==> src/rtl/digitizer_pulse_counter_if.sv <==
// Frame-control and result bus of the digitizer pulse counter.
// The DUT sits on the slave side; the frame source and result consumer sit on the master side.
interface digitizer_pulse_counter_if #(
  parameter int CNT_W = 32
);
  logic             gate;
  logic             pulse_in;
  logic [CNT_W-1:0] expected_n;
  logic             clr_err;
  logic [CNT_W-1:0] res_count;
  logic [CNT_W-1:0] res_len;
  logic             res_mismatch;
  logic             res_timeout;
  logic             res_valid;
  logic             res_ready;
  logic             overrun_err;
  logic             sat_err;

  modport master (
    output gate, pulse_in, expected_n, clr_err, res_ready,
    input  res_count, res_len, res_mismatch, res_timeout, res_valid,
           overrun_err, sat_err
  );

  modport slave (
    input  gate, pulse_in, expected_n, clr_err, res_ready,
    output res_count, res_len, res_mismatch, res_timeout, res_valid,
           overrun_err, sat_err
  );
endinterface

==> src/rtl/digitizer_pulse_counter.sv <==
// Counts gated pulses per gate-delimited frame, closes frames on gate or timeout,
// and reports each frame through a one-deep valid/ready result register.
module digitizer_pulse_counter #(
  parameter int TIMEOUT_CYCLES = 1000000,
  parameter int CNT_W          = 32
) (
  input logic                    clk,
  input logic                    rst,
  digitizer_pulse_counter_if.slave bus
);
  typedef enum logic {IDLE, ACQ} state_t;

  localparam logic [CNT_W-1:0] ALL_ONES = '1;
  localparam logic [63:0]      TO_LEN   = 64'(TIMEOUT_CYCLES);

  state_t           state, state_nxt;
  logic [CNT_W-1:0] cnt, len, exp_q;
  logic [CNT_W-1:0] cnt_nxt, len_nxt, exp_nxt;
  logic [CNT_W-1:0] cnt_inc, len_inc;
  logic             cnt_sat, timeout_hit;

  logic             close;
  logic [CNT_W-1:0] close_cnt, close_len;
  logic             close_to;
  logic             sat_set;

  logic [CNT_W-1:0] res_count, res_len;
  logic             res_mismatch, res_timeout, res_valid;
  logic             overrun_err, sat_err;
  logic             xfer, ovr_set;

  // Saturating increments; the timeout compare is widened so len+1 never wraps.
  always_comb begin
    cnt_sat     = bus.pulse_in && (cnt == ALL_ONES);
    cnt_inc     = cnt_sat ? cnt : cnt + CNT_W'(bus.pulse_in);
    len_inc     = (len == ALL_ONES) ? len : len + CNT_W'(1);
    timeout_hit = (64'(len) + 64'd1) == TO_LEN;
  end

  always_ff @(posedge clk) begin
    if (rst) state <= IDLE;
    else     state <= state_nxt;
  end

  always_comb begin
    state_nxt = state;
    case (state)
      IDLE: if (bus.gate) state_nxt = ACQ;
      ACQ:  if (!bus.gate && timeout_hit) state_nxt = IDLE;
      default: state_nxt = IDLE;
    endcase
  end

  always_comb begin
    close     = 1'b0;
    close_cnt = cnt;
    close_len = len;
    close_to  = 1'b0;
    sat_set   = 1'b0;
    cnt_nxt   = cnt;
    len_nxt   = len;
    exp_nxt   = exp_q;
    case (state)
      IDLE: begin
        if (bus.gate) begin
          cnt_nxt = CNT_W'(bus.pulse_in);
          len_nxt = CNT_W'(1);
          exp_nxt = bus.expected_n;
        end
      end
      ACQ: begin
        if (bus.gate) begin
          // A pulse coincident with gate belongs to the frame being opened.
          close   = 1'b1;
          cnt_nxt = CNT_W'(bus.pulse_in);
          len_nxt = CNT_W'(1);
          exp_nxt = bus.expected_n;
        end else begin
          sat_set = cnt_sat;
          if (timeout_hit) begin
            close     = 1'b1;
            close_cnt = cnt_inc;
            close_len = TO_LEN[CNT_W-1:0];
            close_to  = 1'b1;
            cnt_nxt   = '0;
            len_nxt   = '0;
          end else begin
            cnt_nxt = cnt_inc;
            len_nxt = len_inc;
          end
        end
      end
      default: ;
    endcase
  end

  always_ff @(posedge clk) begin
    if (rst) begin
      cnt   <= '0;
      len   <= '0;
      exp_q <= '0;
    end else begin
      cnt   <= cnt_nxt;
      len   <= len_nxt;
      exp_q <= exp_nxt;
    end
  end

  assign xfer    = res_valid && bus.res_ready;
  assign ovr_set = close && res_valid && !bus.res_ready;

  // A close only lands when the slot is empty or draining this cycle.
  always_ff @(posedge clk) begin
    if (rst) begin
      res_valid    <= 1'b0;
      res_count    <= '0;
      res_len      <= '0;
      res_mismatch <= 1'b0;
      res_timeout  <= 1'b0;
    end else if (close && (!res_valid || xfer)) begin
      res_valid    <= 1'b1;
      res_count    <= close_cnt;
      res_len      <= close_len;
      res_mismatch <= (close_cnt != exp_q);
      res_timeout  <= close_to;
    end else if (xfer) begin
      res_valid    <= 1'b0;
    end
  end

  always_ff @(posedge clk) begin
    if (rst) begin
      overrun_err <= 1'b0;
      sat_err     <= 1'b0;
    end else begin
      if (ovr_set)          overrun_err <= 1'b1;
      else if (bus.clr_err) overrun_err <= 1'b0;
      if (sat_set)          sat_err     <= 1'b1;
      else if (bus.clr_err) sat_err     <= 1'b0;
    end
  end

  assign bus.res_valid    = res_valid;
  assign bus.res_count    = res_count;
  assign bus.res_len      = res_len;
  assign bus.res_mismatch = res_mismatch;
  assign bus.res_timeout  = res_timeout;
  assign bus.overrun_err  = overrun_err;
  assign bus.sat_err      = sat_err;
endmodule

==> src/flat_wrapper.sv <==
// flat-port wrapper written by rule: the top's interface ports become plain ports
module digitizer_pulse_counter_flat 
#(
  parameter int TIMEOUT_CYCLES = 1000000,
  parameter int CNT_W          = 32
)
  (clk, rst, bus_gate, bus_pulse_in, bus_expected_n, bus_clr_err, bus_res_ready, bus_res_count, bus_res_len, bus_res_mismatch, bus_res_timeout, bus_res_valid, bus_overrun_err, bus_sat_err);
  digitizer_pulse_counter_if #(.CNT_W(CNT_W)) bus_i ();
  input logic clk;
  input logic rst;
  input wire logic [$bits(bus_i.gate)-1:0] bus_gate;
  input wire logic [$bits(bus_i.pulse_in)-1:0] bus_pulse_in;
  input wire logic [$bits(bus_i.expected_n)-1:0] bus_expected_n;
  input wire logic [$bits(bus_i.clr_err)-1:0] bus_clr_err;
  input wire logic [$bits(bus_i.res_ready)-1:0] bus_res_ready;
  output wire logic [$bits(bus_i.res_count)-1:0] bus_res_count;
  output wire logic [$bits(bus_i.res_len)-1:0] bus_res_len;
  output wire logic [$bits(bus_i.res_mismatch)-1:0] bus_res_mismatch;
  output wire logic [$bits(bus_i.res_timeout)-1:0] bus_res_timeout;
  output wire logic [$bits(bus_i.res_valid)-1:0] bus_res_valid;
  output wire logic [$bits(bus_i.overrun_err)-1:0] bus_overrun_err;
  output wire logic [$bits(bus_i.sat_err)-1:0] bus_sat_err;
  assign bus_i.gate = bus_gate;
  assign bus_i.pulse_in = bus_pulse_in;
  assign bus_i.expected_n = bus_expected_n;
  assign bus_i.clr_err = bus_clr_err;
  assign bus_i.res_ready = bus_res_ready;
  assign bus_res_count = bus_i.res_count;
  assign bus_res_len = bus_i.res_len;
  assign bus_res_mismatch = bus_i.res_mismatch;
  assign bus_res_timeout = bus_i.res_timeout;
  assign bus_res_valid = bus_i.res_valid;
  assign bus_overrun_err = bus_i.overrun_err;
  assign bus_sat_err = bus_i.sat_err;
  digitizer_pulse_counter #(.TIMEOUT_CYCLES(TIMEOUT_CYCLES), .CNT_W(CNT_W)) u_core (.clk(clk), .rst(rst), .bus(bus_i));
endmodule
==> config.mk <==
export PLATFORM = sky130hd
export DESIGN_NAME = digitizer_pulse_counter_flat
export DESIGN_NICKNAME = d
export VERILOG_FILES = /design/src/rtl/digitizer_pulse_counter_if.sv /design/src/rtl/digitizer_pulse_counter.sv /design/src/flat_wrapper.sv
export SDC_FILE = /design/constraint.sdc
export NUM_CORES = 1
export LEC_CHECK = 0
export ABC_AREA = 0
export BUFFER_PORTS_ARGS = -buffer_cell sky130_fd_sc_hd__buf_2
export CELL_PAD_IN_SITES_DETAIL_PLACEMENT = 1
export CELL_PAD_IN_SITES_GLOBAL_PLACEMENT = 1
export CORE_UTILIZATION = 30
export CTS_BUF_LIST = sky130_fd_sc_hd__clkbuf_16
export CTS_CLUSTER_SIZE = 20
export DETAILED_ROUTE_END_ITERATION = 8
export GPL_TIMING_DRIVEN = 0
export PLACE_DENSITY_LB_ADDON = 0.2
export REMOVE_ABC_BUFFERS = 1
export SYNTH_ARGS = -nofsm -noshare
export SYNTH_HDL_FRONTEND = slang
export SYNTH_SLANG_ARGS = --single-unit
==> constraint.sdc <==
create_clock -name clk -period 5.55 [get_ports clk]
set_input_delay 1.3875 -clock clk [delete_from_list [all_inputs] [get_ports clk]]
set_output_delay 1.3875 -clock clk [all_outputs]
set_load 0.02 [all_outputs]
==> flow_summary_export.csv, run 1 <==
group,metric,value,unit
status,run_status,"completed",
timing,fmax,0.1881,GHz
critical_path,worst_ep_arrival_time,5.64,ns
synthesis,post_synth_xor_area_fraction,6.954,%
timing,hold-worst-slack,0.4517,ns
synthesis,postSynthCellCount,1190,
critical_path,r2r-start,"u_core.len[0]",
final_layout,fillCellCount,3680,
worst_hold_path,hold_path_class,"register to register",
routing,ant_nets,0,
synthesis,yosys.area.top_type_share,36.86,%
critical_path,cp.required,5.87,ns
floorplan,io-pin-count,107,
routing,top_layer_used,"met4",
synthesis,yosysTopAreaCell,"sky130_fd_sc_hd__dfxtp_1",
power_and_ir_drop,power.density_cell_area,261.5,nW/µm²
grt,track_usage,20.62,%
grt,grt_start_max_net_pins,115,
place,place_congestion,0.8711,
power_and_ir_drop,comb_power_share,9.1,%
synthesis,yosys.cell_count.top_type,"sky130_fd_sc_hd__dfxtp_1",
synthesis,synth-compound-area-share,17.36,%
synthesis,synthFlopType,"sky130_fd_sc_hd__dfxtp_1",
synthesis,synth.area.top_cells,"sky130_fd_sc_hd__dfxtp_1 (37%), sky130_fd_sc_hd__nor2_1 (6.8%), sky130_fd_sc_hd__a21oi_1 (6.5%), sky130_fd_sc_hd__nand2_1 (5.7%), sky130_fd_sc_hd__mux2i_1 (4.0%)",
synthesis,synth_top_family_by_area,"simple AND/OR/NAND/NOR gates",
grt,grt_first_pass_wirelength,49360,µm
synthesis,synth_common_cells,"sky130_fd_sc_hd__dfxtp_1 (166), sky130_fd_sc_hd__nor2_1 (163), sky130_fd_sc_hd__nand2_1 (136)",
timing,report.final.hold_viol_count,0,
synthesis,synth_mux_area_share,4.122,%
synthesis,synth.avg_cell_area,7.576,µm²
power_and_ir_drop,p_int,1978,µW
clocking,cts.root.buffer_cell,"sky130_fd_sc_hd__clkbuf_16",
grt,globalRouteOverflowTotal,0,
timing,period_share,95.80,%
clocking,worst_setup_hold_path_clk_slew,0.07,ns
timing,report.final.setup_viol,0,
power_and_ir_drop,clockPowerShare,44.9,%
clocking,cts_num_sinks,166,
clocking,clock_path_buffers,2,
routing,initialDrtViolationCount,441,
final_layout,multiInputGateArea,5284,µm²
job,maxCapViolations,0,
place,place.detailed.hpwl,21140,µm
critical_path,worstSetupStartpoint,"u_core.len[0]",
synthesis,synth-seq-cells,166,
power_and_ir_drop,share_of_total_power_in_sequential_cells,46.0,%
routing,wl_met1,14200,µm
power_and_ir_drop,ir_worst_vdd,208.9,µV
routing,wl_met3,732,µm
clocking,postCtsHoldBufs,0,
critical_path,critical_path.startpoint_type,"register",
place,place_area,9783,µm²
timing,maxSlewViolCount,0,
routing,wl_met2,15290,µm
timing,grt_setup_unrepaired,"false",
final_layout,register_area,3323,µm²
power_and_ir_drop,netSwitchingPower,740.4,µW
critical_path,worstSetupEndpointType,"register",
floorplan,placementRows,63,
clocking,clock_tree.htree_level_count,4,
critical_path,worst-path-max-fanout,30,
synthesis,synth_edf_count,0,
power_and_ir_drop,switching_share,27.24,%
clocking,clkLatencyLatePin,0.45,ns
synthesis,synth_warn,0,
worst_hold_path,hold_path.startpoint,"u_core.bus.res_len[25]",
power_and_ir_drop,report.power.total,2718,µW
synthesis,seq_total_area_yosys,36.86,%
routing,drcViolationCount,0,
critical_path,worstSetupPathType,"register to register",
floorplan,die_height,175.4,µm
floorplan,floorplan.die.width,175.4,µm
routing,firstDrtPassIters,4,
grt,grt_pass1_vias,8591,
routing,drt-vias-per-instance,5.378,
final_layout,fraction_of_layout_cells_with_a_size_suffix_above_1,13.50,%
routing,routedWlPerCell,18.91,µm
clocking,tritoncts.num_buffers,17,
synthesis,synthesis.area,9015,µm²
critical_path,setup.reg_to_reg.worst_slack,0.23,ns
final_layout,layoutNonFillerInstCount,1620,
final_layout,final_net_count,1259,
timing,fin_skew,0.009247,ns
floorplan,die_area,30750,µm²
floorplan,core_area,29640,µm²
final_layout,area_growth,15.28,%
routing,vias,8712,
synthesis,asyncSetResetFlopFracSynth,0,%
final_layout,final_cell_area,10390,µm²
place,place.port_buffers,106,
synthesis,yosys.area_share.adder,0.4164,%
synthesis,synth_cell_types,63,
timing,slew_headroom,12.36,%
final_layout,diodes,0,
routing,wirelength,30640,µm
timing,worst-slew-pin-transition,1.315,ns
clocking,cts_tree,"yes",
place,place.detailed.instances,1589,
grt,initial_antenna_violation_count,0,
timing,layout_min_cycle_time,5.317,ns
synthesis,synth_simple_gate_area_share,29.13,%
power_and_ir_drop,p_leak,0.003728,µW
floorplan,floorplan.initialDensity,30.42,%
final timing paths:
check,end,cells past startpoint
worst max-delay path,u_core.bus.res_mismatch,13
worst min-delay path,u_core.bus.res_len[25],2
worst max register to register,u_core.bus.res_mismatch,13
worst min register to register,u_core.bus.res_len[25],2
cells in the final DEF (no fill, tap or decap), types with 16 or more instances in the layout:
cell / n
sky130_fd_sc_hd__a211oi_1: 32
sky130_fd_sc_hd__a21oi_1: 116
sky130_fd_sc_hd__and3_1: 17
sky130_fd_sc_hd__buf_2: 105
sky130_fd_sc_hd__clkbuf_16: 17
sky130_fd_sc_hd__dfxtp_1: 166
sky130_fd_sc_hd__inv_1: 16
sky130_fd_sc_hd__mux2i_1: 36
sky130_fd_sc_hd__nand2_1: 134
sky130_fd_sc_hd__nand3_1: 50
sky130_fd_sc_hd__nand3b_1: 22
sky130_fd_sc_hd__nor2_1: 162
sky130_fd_sc_hd__nor3_1: 35
sky130_fd_sc_hd__o21ai_0: 51
sky130_fd_sc_hd__or3_1: 16
sky130_fd_sc_hd__xnor2_1: 36
sky130_fd_sc_hd__xor2_1: 33
power groups by stage:
stage,Clock [µW],Sequential (µW),Combinational (µW)
finish,1220,1250,246
global route,1300,1250,277
CTS,1260,1250,252
detailed placement,0,1280,250
global placement,0,1280,243
floorplan,0,1290,121
repair_timing:
action | in CTS | in global routing
buffers inserted | 0 | 0
pin swaps | 0 | 0
setup endpoints to repair | 1 | 1
gates resized for setup | 6 | 3
layout make-up:
class | instances | share of cell area (%)
Multi-Input combinational cell | 905 | 50.84
Tap cell | 390 | 4.695
Inverter | 16 | 0.5779
Clock inverter | 14 | 1.469
Timing Repair Buffer | 112 | 6.345
Sequential cell | 166 | 31.98
Clock buffer | 17 | 4.093
stage by stage:
step | util [%] | worst slack (ns) | setup TNS, ns
after floorplan | - | -1.197 | -66.92
after global placement | 32.49 | -5.215 | -328.27
after detailed placement | 33.01 | -1.200 | -1.438
after CTS | 35.01 | 0.1253 | 0
after global routing | 35.06 | 0.01362 | 0
final | 35.06 | 0.2334 | 0
critical path, stage by stage, from the launching register on:
cell                       delay [ns]
sky130_fd_sc_hd__dfxtp_1         0.48
sky130_fd_sc_hd__ha_1            0.35
sky130_fd_sc_hd__nand3_2         0.28
sky130_fd_sc_hd__or4_4           0.63
sky130_fd_sc_hd__or3_1           0.34
sky130_fd_sc_hd__a211o_1         0.34
sky130_fd_sc_hd__a211oi_1        0.20
sky130_fd_sc_hd__and4bb_4        0.43
sky130_fd_sc_hd__nand2_4         0.28
sky130_fd_sc_hd__or4_1           0.59
sky130_fd_sc_hd__a22o_1          0.21
sky130_fd_sc_hd__or4_1           0.58
sky130_fd_sc_hd__nor4b_2         0.32
sky130_fd_sc_hd__a211oi_1        0.12
kinds of logic after synthesis:
| family | Yosys count |
|---|---|
| buffers and inverters | 119 |
| AND/OR/NAND/NOR | 534 |
| flip-flops | 166 |
| XOR/XNOR | 70 |
| adder cells (fa/ha/maj) | 3 |
| multiplexers | 37 |
| AO/OA/AOI/OAI | 261 |
layer usage:
layer | track usage, % | vias up
met5 | 0 | -
met4 | 5.797 | 0
met3 | 3.203 | 30
met2 | 35.85 | 125
met1 | 26.27 | 4310
li1 | - | 4247
sequential cells by signal, summed over array words and instances, names as in the netlist, 32 cells and up:
register / flops
u_core.bus.res_count: 32
u_core.bus.res_len: 32
u_core.cnt: 32
u_core.exp_q: 32
u_core.len: 32
No activity file was read; power rests on OpenSTA's default activity.
==> run 2, diff against run 1 <==
--- a/config.mk
+++ b/config.mk
@@ -7,8 +7,6 @@
 export LEC_CHECK = 0
 export ABC_AREA = 0
 export BUFFER_PORTS_ARGS = -buffer_cell sky130_fd_sc_hd__buf_2
-export CELL_PAD_IN_SITES_DETAIL_PLACEMENT = 1
-export CELL_PAD_IN_SITES_GLOBAL_PLACEMENT = 1
 export CORE_UTILIZATION = 30
 export CTS_BUF_LIST = sky130_fd_sc_hd__clkbuf_16
 export CTS_CLUSTER_SIZE = 20
==> flow_summary_export.csv, run 2 (synthesis gave the netlist of run 1 again) <==
group,metric,value,unit
clocking,cts_setup_buffers,0,
critical_path,worst_reg2reg_path_endpoint,"u_core.bus.res_mismatch",
job,maxCapViolations,0,
power_and_ir_drop,ir_worst_vdd,180.9,µV
power_and_ir_drop,p_leak,0.003725,µW
clocking,cts.root.buffer_cell,"sky130_fd_sc_hd__clkbuf_16",
grt,initial_antenna_violation_count,0,
clocking,clock_path_buffers,2,
clocking,clkLatencyLatePin,0.44,ns
routing,initialDrtViolationCount,416,
floorplan,die_height,175.4,µm
routing,routedWlPerCell,17.76,µm
critical_path,worst_ep_arrival_time,5.56,ns
place,place.detailed.hpwl,19900,µm
critical_path,worstSetupPathType,"register to register",
final_layout,diodes,0,
grt,grt_first_pass_wirelength,45490,µm
timing,period_share,94.86,%
critical_path,setup.reg_to_reg.worst_slack,0.29,ns
critical_path,worst-path-max-fanout,30,
place,place_congestion,0.9009,
floorplan,io-pin-count,107,
clocking,clock_tree.htree_level_count,4,
timing,layout_min_cycle_time,5.265,ns
critical_path,critical_path.startpoint_type,"register",
routing,firstDrtPassIters,5,
floorplan,floorplan.die.width,175.4,µm
final_layout,final_net_count,1260,
routing,ant_nets,0,
grt,track_usage,18.88,%
clocking,worst_setup_hold_path_clk_slew,0.08,ns
critical_path,cp.required,5.85,ns
timing,maxSlewViolCount,0,
final_layout,area_growth,15.49,%
routing,drt-vias-per-instance,5.293,
floorplan,floorplan.initialDensity,30.42,%
timing,hold-worst-slack,0.4517,ns
status,run_status,"completed",
timing,worst-slew-pin-transition,1.296,ns
timing,grt_setup_unrepaired,"false",
final_layout,finish.utilization,35.13,%
timing,fin_skew,0.01679,ns
grt,grt_start_max_net_pins,111,
clocking,cts_tree,"yes",
grt,globalRouteOverflowTotal,0,
final_layout,final_cell_area,10410,µm²
floorplan,core_area,29640,µm²
timing,final.setup.tns,0,ns
place,place_area,9818,µm²
final_layout,register_area,3323,µm²
final_layout,layout.cells.most_common_list,"sky130_fd_sc_hd__dfxtp_1 (166), sky130_fd_sc_hd__nor2_1 (162), sky130_fd_sc_hd__nand2_1 (134)",
floorplan,die_area,30750,µm²
final_layout,multiInputGateArea,5274,µm²
power_and_ir_drop,power.density_cell_area,257.7,nW/µm²
timing,report.final.setup_viol,0,
final_layout,most_common_library_cell_in_the_layout_ignoring_fill_and_taps,"sky130_fd_sc_hd__dfxtp_1",
critical_path,r2r-start,"u_core.len[0]",
clocking,tritoncts.num_buffers,17,
final_layout,fraction_of_layout_cells_with_a_size_suffix_above_1,13.64,%
floorplan,placementRows,63,
critical_path,r2r_cells,13,
critical_path,worstSetupStartpoint,"u_core.len[0]",
timing,slew_headroom,13.60,%
clocking,cts_num_sinks,166,
routing,wirelength,28810,µm
place,place.port_buffers,106,
routing,vias,8586,
timing,report.final.hold_viol_count,0,
grt,grt_pass1_vias,8071,
critical_path,worstSetupEndpointType,"register",
critical_path,crit_path_end,"u_core.bus.res_mismatch",
final_layout,fillCellCount,3281,
routing,drcViolationCount,0,
timing,fmax,0.1899,GHz
worst_hold_path,hold_path_class,"register to register",
## run 2: layout make-up
class	count	share of cell area (%)
Clock buffer	17	4.086
Clock inverter	15	1.406
Multi-Input combinational cell	905	50.66
Tap cell	390	4.687
Timing Repair Buffer	113	6.670
Inverter	16	0.5769
Sequential cell	166	31.92
## run 2: timing repair
| item | in CTS | in global routing |
|---|---|---|
| resized for setup | 4 | 3 |
| gates cloned | 0 | 0 |
| hold buffers | 0 | 0 |
| setup endpoints to repair | 1 | 1 |
## run 2: worst min-delay path by stage
stage,from,endpoint,slack (ns),cells past startpoint
4_1_cts,u_core.bus.res_len[4],u_core.bus.res_len[4],0.45,2
2_1_floorplan,u_core.exp_q[23],u_core.exp_q[23],0.46,2
6_report,u_core.bus.res_len[12],u_core.bus.res_len[12],0.45,2
3_3_place_gp,u_core.bus.res_len[1],u_core.bus.res_len[1],0.44,2
3_5_place_dp,u_core.bus.res_len[4],u_core.bus.res_len[4],0.44,2
5_1_grt,u_core.bus.res_len[18],u_core.bus.res_len[18],0.47,2
## run 2: power breakdown
| part | total (µW) | internal, µW | switching, µW | leakage (µW) |
|---|---|---|---|---|
| Combinational | 248 | 93.6 | 155 | 0.00210 |
| Clock | 1190 | 630 | 556 | 0.000280 |
| Sequential | 1250 | 1220 | 28.1 | 0.00135 |
| Total | 2680 | 1940 | 738 | 0.00372 |
## run 2: metal layers
metal / up-vias / track usage, % / wire, µm
met1: 4092 / 23.87 / 13320
met2: 197 / 32.82 / 13870
met3: 33 / 2.662 / 1049
met5: - / 0 / 0
li1: 4264 / - / -
met4: 0 / 6.232 / 571
## run 2: through the flow
stage	std cells	total power, µW	setup slack [ns]
after detailed placement	1590	1527	-1.001
after floorplan	1087	1407	-1.197
after global placement	1583	1518	-4.670
after global routing	1622	2792	0.01714
after CTS	1622	2720	0.05745
final	1622	2683	0.2854
## run 2: worst max-delay path, stage by stage, from the launching register on
cell and delay [ns]:
sky130_fd_sc_hd__dfxtp_1 0.48, sky130_fd_sc_hd__ha_1 0.32, sky130_fd_sc_hd__nand3_2 0.23, sky130_fd_sc_hd__or4_4 0.62, sky130_fd_sc_hd__or3_1 0.36, sky130_fd_sc_hd__a211o_1 0.32, sky130_fd_sc_hd__a211oi_1 0.19, sky130_fd_sc_hd__and4bb_4 0.43
sky130_fd_sc_hd__nand2_4 0.28, sky130_fd_sc_hd__or4_1 0.59, sky130_fd_sc_hd__a22o_1 0.21, sky130_fd_sc_hd__or4_1 0.57, sky130_fd_sc_hd__nor4b_1 0.37, sky130_fd_sc_hd__a211oi_1 0.13
